$ cat src/rtl/load_store_unit_if.sv
// Request/response and Memory bus bundle for load_store_unit.
// master = datapath + Memory side, slave = load_store_unit.
interface load_store_unit_if #(
    parameter int WIDTH = 32
);
    logic             req_valid;
    logic             req_ready;
    logic             req_we;
    logic [1:0]       req_size;
    logic             req_unsigned;
    logic [WIDTH-1:0] req_addr;
    logic [WIDTH-1:0] req_wdata;

    logic             resp_valid;
    logic [WIDTH-1:0] resp_rdata;
    logic             resp_err;

    logic [WIDTH-1:0] mem_addr;
    logic             mem_cs;
    logic             mem_we;
    logic [WIDTH-1:0] mem_wdata;
    logic [WIDTH-1:0] mem_rdata;

    modport master (
        output req_valid, req_we, req_size, req_unsigned, req_addr, req_wdata,
        output mem_rdata,
        input  req_ready, resp_valid, resp_rdata, resp_err,
        input  mem_addr, mem_cs, mem_we, mem_wdata
    );

    modport slave (
        input  req_valid, req_we, req_size, req_unsigned, req_addr, req_wdata,
        input  mem_rdata,
        output req_ready, resp_valid, resp_rdata, resp_err,
        output mem_addr, mem_cs, mem_we, mem_wdata
    );
endinterface

$ cat src/rtl/load_store_unit.sv
// MEM-stage load/store unit: byte/half/word loads with extension, sub-word stores as RMW.
// Optional MISALIGN_TRAP_EN: misaligned half/word requests take the error path instead of being masked.
//
// state | meaning
// IDLE  | ready for a request
// RD    | mem_cs_o high, Memory read of the containing word
// CAP   | capture read word; extract load lane or merge store lane
// WR    | mem_we_o high with full or merged word
// RESP  | one-cycle completion pulse
// ERR   | one-cycle completion pulse with error, no memory access
module load_store_unit #(
    parameter int WIDTH = 32
) (
    input  logic               clk_i,
    input  logic               rst_n_i,
    load_store_unit_if.slave   bus
);

    typedef enum logic [2:0] {
        S_IDLE,
        S_RD,
        S_CAP,
        S_WR,
        S_RESP,
        S_ERR
    } state_t;

    localparam logic [1:0] SZ_BYTE = 2'b00;
    localparam logic [1:0] SZ_HALF = 2'b01;
    localparam logic [1:0] SZ_WORD = 2'b10;
    localparam logic [1:0] SZ_RSVD = 2'b11;

    state_t state_q, state_d;

    logic             accept;
    logic             req_err;
    logic [1:0]       off_d;

    logic             we_q;
    logic [1:0]       size_q;
    logic             uns_q;
    logic [1:0]       off_q;
    logic [WIDTH-1:0] wdata_q;

    logic [7:0]       rd_byte;
    logic [15:0]      rd_half;
    logic [WIDTH-1:0] load_ext;
    logic [WIDTH-1:0] merged;

    logic             mem_cs_q;
    logic             mem_we_q;
    logic [WIDTH-1:0] mem_addr_q;
    logic [WIDTH-1:0] mem_wdata_q;
    logic             resp_valid_q;
    logic             resp_err_q;
    logic [WIDTH-1:0] resp_rdata_q;

    assign bus.req_ready = (state_q == S_IDLE);
    assign accept        = bus.req_valid && (state_q == S_IDLE);

    always_comb begin
        req_err = (bus.req_size == SZ_RSVD);
`ifdef MISALIGN_TRAP_EN
        if (bus.req_size == SZ_HALF && bus.req_addr[0])
            req_err = 1'b1;
        if (bus.req_size == SZ_WORD && bus.req_addr[1:0] != 2'b00)
            req_err = 1'b1;
`endif
    end

    // Low address bits that do not belong to the access size are dropped here.
    always_comb begin
        off_d = 2'b00;
        case (bus.req_size)
            SZ_BYTE: off_d = bus.req_addr[1:0];
            SZ_HALF: off_d = {bus.req_addr[1], 1'b0};
            default: off_d = 2'b00;
        endcase
    end

    always_ff @(posedge clk_i or negedge rst_n_i) begin
        if (!rst_n_i) begin
            state_q <= S_IDLE;
        end else begin
            state_q <= state_d;
        end
    end

    always_comb begin
        state_d = state_q;
        case (state_q)
            S_IDLE: begin
                if (bus.req_valid) begin
                    if (req_err)
                        state_d = S_ERR;
                    else if (bus.req_we && bus.req_size == SZ_WORD)
                        state_d = S_WR;
                    else
                        state_d = S_RD;
                end
            end
            S_RD:    state_d = S_CAP;
            S_CAP:   state_d = we_q ? S_WR : S_RESP;
            S_WR:    state_d = S_RESP;
            S_RESP:  state_d = S_IDLE;
            S_ERR:   state_d = S_IDLE;
            default: state_d = S_IDLE;
        endcase
    end

    always_ff @(posedge clk_i or negedge rst_n_i) begin
        if (!rst_n_i) begin
            we_q    <= 1'b0;
            size_q  <= SZ_BYTE;
            uns_q   <= 1'b0;
            off_q   <= 2'b00;
            wdata_q <= '0;
        end else if (accept) begin
            we_q    <= bus.req_we;
            size_q  <= bus.req_size;
            uns_q   <= bus.req_unsigned;
            off_q   <= off_d;
            wdata_q <= bus.req_wdata;
        end
    end

    // Lane extraction and merge; only consumed while in CAP.
    always_comb begin
        rd_byte  = bus.mem_rdata[{off_q, 3'b000} +: 8];
        rd_half  = bus.mem_rdata[{off_q[1], 4'b0000} +: 16];
        load_ext = bus.mem_rdata;
        merged   = bus.mem_rdata;
        case (size_q)
            SZ_BYTE: begin
                load_ext = uns_q ? {{(WIDTH-8){1'b0}}, rd_byte}
                                 : {{(WIDTH-8){rd_byte[7]}}, rd_byte};
                merged[{off_q, 3'b000} +: 8] = wdata_q[7:0];
            end
            SZ_HALF: begin
                load_ext = uns_q ? {{(WIDTH-16){1'b0}}, rd_half}
                                 : {{(WIDTH-16){rd_half[15]}}, rd_half};
                merged[{off_q[1], 4'b0000} +: 16] = wdata_q[15:0];
            end
            default: begin
                load_ext = bus.mem_rdata;
                merged   = wdata_q;
            end
        endcase
    end

    always_ff @(posedge clk_i or negedge rst_n_i) begin
        if (!rst_n_i) begin
            mem_cs_q     <= 1'b0;
            mem_we_q     <= 1'b0;
            mem_addr_q   <= '0;
            mem_wdata_q  <= '0;
            resp_valid_q <= 1'b0;
            resp_err_q   <= 1'b0;
            resp_rdata_q <= '0;
        end else begin
            mem_cs_q     <= (state_d == S_RD);
            mem_we_q     <= (state_d == S_WR);
            resp_valid_q <= (state_d == S_RESP) || (state_d == S_ERR);
            resp_err_q   <= (state_d == S_ERR);
            resp_rdata_q <= '0;
            if (state_q == S_CAP && state_d == S_RESP)
                resp_rdata_q <= load_ext;
            if (accept)
                mem_addr_q <= {bus.req_addr[WIDTH-1:2], 2'b00};
            // Word stores go straight from IDLE with the request data.
            if (state_d == S_WR)
                mem_wdata_q <= (state_q == S_CAP) ? merged : bus.req_wdata;
        end
    end

    assign bus.mem_cs     = mem_cs_q;
    assign bus.mem_we     = mem_we_q;
    assign bus.mem_addr   = mem_addr_q;
    assign bus.mem_wdata  = mem_wdata_q;
    assign bus.resp_valid = resp_valid_q;
    assign bus.resp_err   = resp_err_q;
    assign bus.resp_rdata = resp_rdata_q;

endmodule

$ cat src/flat_wrapper.sv
// flat-port wrapper written by rule: the top's interface ports become plain ports
module load_store_unit_flat 
#(
    parameter int WIDTH = 32
)
  (clk_i, rst_n_i, bus_req_valid, bus_req_we, bus_req_size, bus_req_unsigned, bus_req_addr, bus_req_wdata, bus_mem_rdata, bus_req_ready, bus_resp_valid, bus_resp_rdata, bus_resp_err, bus_mem_addr, bus_mem_cs, bus_mem_we, bus_mem_wdata);
  load_store_unit_if #(.WIDTH(WIDTH)) bus_i ();
  input  logic clk_i;
  input  logic rst_n_i;
  input wire logic [$bits(bus_i.req_valid)-1:0] bus_req_valid;
  input wire logic [$bits(bus_i.req_we)-1:0] bus_req_we;
  input wire logic [$bits(bus_i.req_size)-1:0] bus_req_size;
  input wire logic [$bits(bus_i.req_unsigned)-1:0] bus_req_unsigned;
  input wire logic [$bits(bus_i.req_addr)-1:0] bus_req_addr;
  input wire logic [$bits(bus_i.req_wdata)-1:0] bus_req_wdata;
  input wire logic [$bits(bus_i.mem_rdata)-1:0] bus_mem_rdata;
  output wire logic [$bits(bus_i.req_ready)-1:0] bus_req_ready;
  output wire logic [$bits(bus_i.resp_valid)-1:0] bus_resp_valid;
  output wire logic [$bits(bus_i.resp_rdata)-1:0] bus_resp_rdata;
  output wire logic [$bits(bus_i.resp_err)-1:0] bus_resp_err;
  output wire logic [$bits(bus_i.mem_addr)-1:0] bus_mem_addr;
  output wire logic [$bits(bus_i.mem_cs)-1:0] bus_mem_cs;
  output wire logic [$bits(bus_i.mem_we)-1:0] bus_mem_we;
  output wire logic [$bits(bus_i.mem_wdata)-1:0] bus_mem_wdata;
  assign bus_i.req_valid = bus_req_valid;
  assign bus_i.req_we = bus_req_we;
  assign bus_i.req_size = bus_req_size;
  assign bus_i.req_unsigned = bus_req_unsigned;
  assign bus_i.req_addr = bus_req_addr;
  assign bus_i.req_wdata = bus_req_wdata;
  assign bus_i.mem_rdata = bus_mem_rdata;
  assign bus_req_ready = bus_i.req_ready;
  assign bus_resp_valid = bus_i.resp_valid;
  assign bus_resp_rdata = bus_i.resp_rdata;
  assign bus_resp_err = bus_i.resp_err;
  assign bus_mem_addr = bus_i.mem_addr;
  assign bus_mem_cs = bus_i.mem_cs;
  assign bus_mem_we = bus_i.mem_we;
  assign bus_mem_wdata = bus_i.mem_wdata;
  load_store_unit #(.WIDTH(WIDTH)) u_core (.clk_i(clk_i), .rst_n_i(rst_n_i), .bus(bus_i));
endmodule
$ cat config.mk
export PLATFORM = sky130hd
export DESIGN_NAME = load_store_unit_flat
export DESIGN_NICKNAME = d
export VERILOG_FILES = /design/src/rtl/load_store_unit_if.sv /design/src/rtl/load_store_unit.sv /design/src/flat_wrapper.sv
export SDC_FILE = /design/constraint.sdc
export NUM_CORES = 1
export LEC_CHECK = 0
export CAP_MARGIN = 20
export CORE_AREA = 5 5 132 134
export DETAILED_ROUTE_END_ITERATION = 7
export DIE_AREA = 0 0 137 139
export HOLD_SLACK_MARGIN = 0.06
export PLACE_DENSITY = 0.76
export SLEW_MARGIN = 20
export SYNTH_ARGS = -nofsm -noshare
export SYNTH_HDL_FRONTEND = slang
export SYNTH_SLANG_ARGS = --single-unit
$ cat constraint.sdc
create_clock -name clk_i -period 2.1 [get_ports clk_i]
set_input_delay 0.63 -clock clk_i [delete_from_list [all_inputs] [get_ports clk_i]]
set_output_delay 0.63 -clock clk_i [all_outputs]
set_load 0.03 [all_outputs]
==> flow_metrics.env <==
export IMPL_synth_flop_cell="dfrtp_1"
export IMPL_grt_pass1_vias=6099
export IMPL_fin_skew_ps=6.31
export IMPL_core_area_sq_mm=0.0162
export IMPL_met2_wirelength_um=10900
export IMPL_cts_tree="done"
export IMPL_final_min_clock_period_ps=2060
export IMPL_diodes=0
export IMPL_htree_levels=4
export IMPL_synth_edff_count=0
export IMPL_dp_slack_ps=-317
export IMPL_fin_crit_sh_pct=98.0
export IMPL_power_total_uw=16100
export IMPL_via_per_inst=5.62
export IMPL_stdcell_count=1096
export IMPL_setup_viol_count_final=0
export IMPL_critPathCaptureType="output pin"
export IMPL_postRouteAntennaNets=0
export IMPL_cts_sinks=139
export IMPL_synth_largest_area_cell="dfrtp_1"
export IMPL_ff_latch_area_sq_mm=0.00348
export IMPL_cp_cell_sequence="clkdlybuf4s50_1"
export IMPL_ys_warn_count=0
export IMPL_cp_start_kind="flop"
export IMPL_place_inst=1061
export IMPL_antenna_found_initial=0
export IMPL_grt_pass1_wl_um=33800
export IMPL_avgSynthCellArea_sq_um=10.7
export IMPL_rsz0062_at_grt="true"
export IMPL_dr_pass1_iters=7
export IMPL_whs_ps=128
export IMPL_reg2reg_to="u_core.bus.mem_wdata[12]"
export IMPL_critPathMaxStageDelay_ps=680
export IMPL_fin_util_pct=63.0
export IMPL_slew_headroom_pct=60.8
export IMPL_synth_seq_cells=139
export IMPL_status="complete, no violations"
export IMPL_vdd_drop_max_v=0.000636
export IMPL_layout_nets=972
export IMPL_wl_met3_um=1980
export IMPL_grt_usage_pct=23.1
export IMPL_die_x_um=137
export IMPL_vias=6161
export IMPL_max_cap_viol_count=0
export IMPL_die_y_um=139
export IMPL_tightest_slew_ps=585
export IMPL_cts_root_buf="clkbuf_16"
export IMPL_portBuffers=201
export IMPL_synth_yosys_seq_area_share_pct=51.3
export IMPL_num_rows=47
export IMPL_slew_viol_final=0
export IMPL_rrSetupSlack_ps=70
export IMPL_cp_max_fo=1
export IMPL_dp_hpwl_um=16300
export IMPL_clk_latency_ps=420
export IMPL_fillers=1308
export IMPL_cp_num_buf_inv=1
export IMPL_netlist_area_sq_mm=0.00678
export IMPL_grt_overflow_total=0
export IMPL_grt_max_degree=49
export IMPL_die_area_sq_mm=0.0190
export IMPL_yosys_top_cells_area="dfrtp_1, mux2_2, a221oi_1, mux2i_1, a21oi_1"
export IMPL_clock_fmax_mhz=486
export IMPL_critPathTopFamily="buffers and inverters"
export IMPL_r2r_start="u_core.off_q[1]"
export IMPL_multi_input_area_sq_mm=0.00301
export IMPL_cpMaxStageDelayCell="clkdlybuf4s50_1"
export IMPL_synth_top_area_share_pct=51.3
export IMPL_path_class="flop to output pin"
export IMPL_arrival_ps=1430
export IMPL_syn2layout_area_growth_pct=50.3
export IMPL_start_util_pct=41.9
export IMPL_path_clk_slew_ps=60
export IMPL_hp_class="primary input to async pin"
export IMPL_gp_congestion=0.944
export IMPL_worstPathRequired_ps=1470
export IMPL_wirelength_met1_um=8820
export IMPL_synthArstFlopShare_pct=100
export IMPL_layout_drive_gt1_share_pct=20.0
export IMPL_rr_worst_depth=7
export IMPL_syn_inst=631
export IMPL_power_density_mw_per_mm2=1580
export IMPL_postCtsHoldBufs=0
export IMPL_totalWireLength_um=22400
export IMPL_drc=0
export IMPL_wire_per_inst_um=20.4
export IMPL_top_layer="met4"
export IMPL_leakage_uw=0.00477
export IMPL_setup_ws_ps=42.5
export IMPL_cts_buffers=17
export IMPL_io_pins=204
export IMPL_max_clock_path_buffers=2
export IMPL_synth_cell_types=43
export IMPL_hold_violations=0
export IMPL_drt_iter0_drc=533
==> cell type report <==
class	instances	share of cell area, %
Clock buffer	25	4.96
Clock inverter	6	1.30
Inverter	33	1.22
Multi-Input combinational cell	410	29.6
Sequential cell	139	34.2
Tap cell	220	2.70
Timing Repair Buffer	263	26.1
==> report_power, final <==
group | total (uW) | internal, uW | switching, uW
Combinational | 8340 | 3560 | 4780
Clock | 3230 | 2140 | 1090
Sequential | 4540 | 3820 | 722
Total | 16100 | 9520 | 6590
==> metrics by stage <==
step	setup TNS [ps]	instance area (sq um)
after floorplan	0	6780
after global placement	-16040	9390
after detailed placement	-19740	9390
after CTS	0	10000
after global routing	-141	10200
final	0	10200
==> synth_stat cells (2+ instances only) <==
| cell type | number |
|---|---|
| buf_4 | 2 |
| nor3_1 | 3 |
| nor3b_1 | 2 |
| nor2b_1 | 2 |
| a2111oi_0 | 3 |
| o22ai_1 | 15 |
| o21ai_0 | 39 |
| a21oi_1 | 42 |
| and3_1 | 11 |
| nand3_1 | 3 |
| dfrtp_1 | 139 |
| ha_1 | 5 |
| mux4_2 | 3 |
| mux2_2 | 63 |
| a22oi_1 | 8 |
| inv_1 | 33 |
| clkbuf_1 | 21 |
| a221oi_1 | 32 |
| a221o_1 | 14 |
| nand3b_1 | 3 |
| nand2_1 | 53 |
| o31ai_1 | 16 |
| nor2_1 | 39 |
| buf_2 | 26 |
| a22o_1 | 3 |
| a211oi_1 | 11 |
| mux2i_1 | 24 |
==> worst reg2reg max path: stages, from the launching register on <==
cell      delay, ps
dfrtp_1         370
inv_1           120
buf_4           160
ha_1            200
nor2_1          150
a221o_1         360
a211oi_1        410
o31ai_1         130
==> layer usage <==
metal	vias up	track usage (%)
met5	-	0
met3	48	7.15
met4	0	8.88
met2	293	37.5
li1	2781	-
met1	3039	28.7
==> how the worst max path moves through the flow <==
| stage | start | endpoint | slack, ps | depth (start not counted) |
|---|---|---|---|---|
| after floorplan | u_core.off_q[1] | u_core.bus.mem_wdata[31] | 30 | 9 |
| after global placement | bus_req_valid | u_core.bus.mem_wdata[0] | -210 | 6 |
| after detailed placement | bus_req_valid | u_core.bus.mem_wdata[6] | -320 | 6 |
| after CTS | u_core.bus.mem_wdata[19] | bus_mem_wdata[19] | 0.7 | 1 |
| after global routing | u_core.off_q[0] | u_core.bus.mem_wdata[25] | -40 | 8 |
| final | u_core.bus.resp_rdata[4] | bus_resp_rdata[4] | 40 | 1 |
==> cells in the final DEF, fill, tap and decap left out, types with 33 or more instances in the layout <==
master,instances
mux2_2,63
buf_4,51
a21oi_1,37
nand2_1,53
clkdlybuf4s50_1,136
dlymetal6s2s_1,33
dfrtp_1,138
inv_1,33
o21ai_0,37
nor2_1,39
==> state kept, by name, summed over array words and instances, names as in the netlist <==
signal,cells
u_core.state_q,3
u_core.bus.resp_err,1
u_core.size_q,2
u_core.off_q,2
u_core.bus.mem_we,1
u_core.bus.mem_wdata,32
u_core.uns_q,1
u_core.wdata_q,32
u_core.bus.mem_cs,1
u_core.bus.resp_rdata,32
u_core.bus.mem_addr,30
u_core.we_q,1
u_core.bus.resp_valid,1
==> timing repair <==
action                     4_1_cts  5_1_grt
buffers inserted                 0        2
gates cloned                     0        2
resized for setup               31       50
setup endpoints to repair       31       45
pin swaps                        0        1
==> logic make-up (layout without fill, tap and decap cells) <==
group	count (synthesis)	after routing	synth area share, %
buffers and inverters	83	327	5.19
adders and majority gates	5	5	0.923
other	1	2	0.0553
muxes	90	90	15.0
DFF	139	139	51.3
AOI/OAI and AO/OA	188	188	18.9
and+or+nand+nor	125	125	8.55
(Power assumes the default switching activity.)
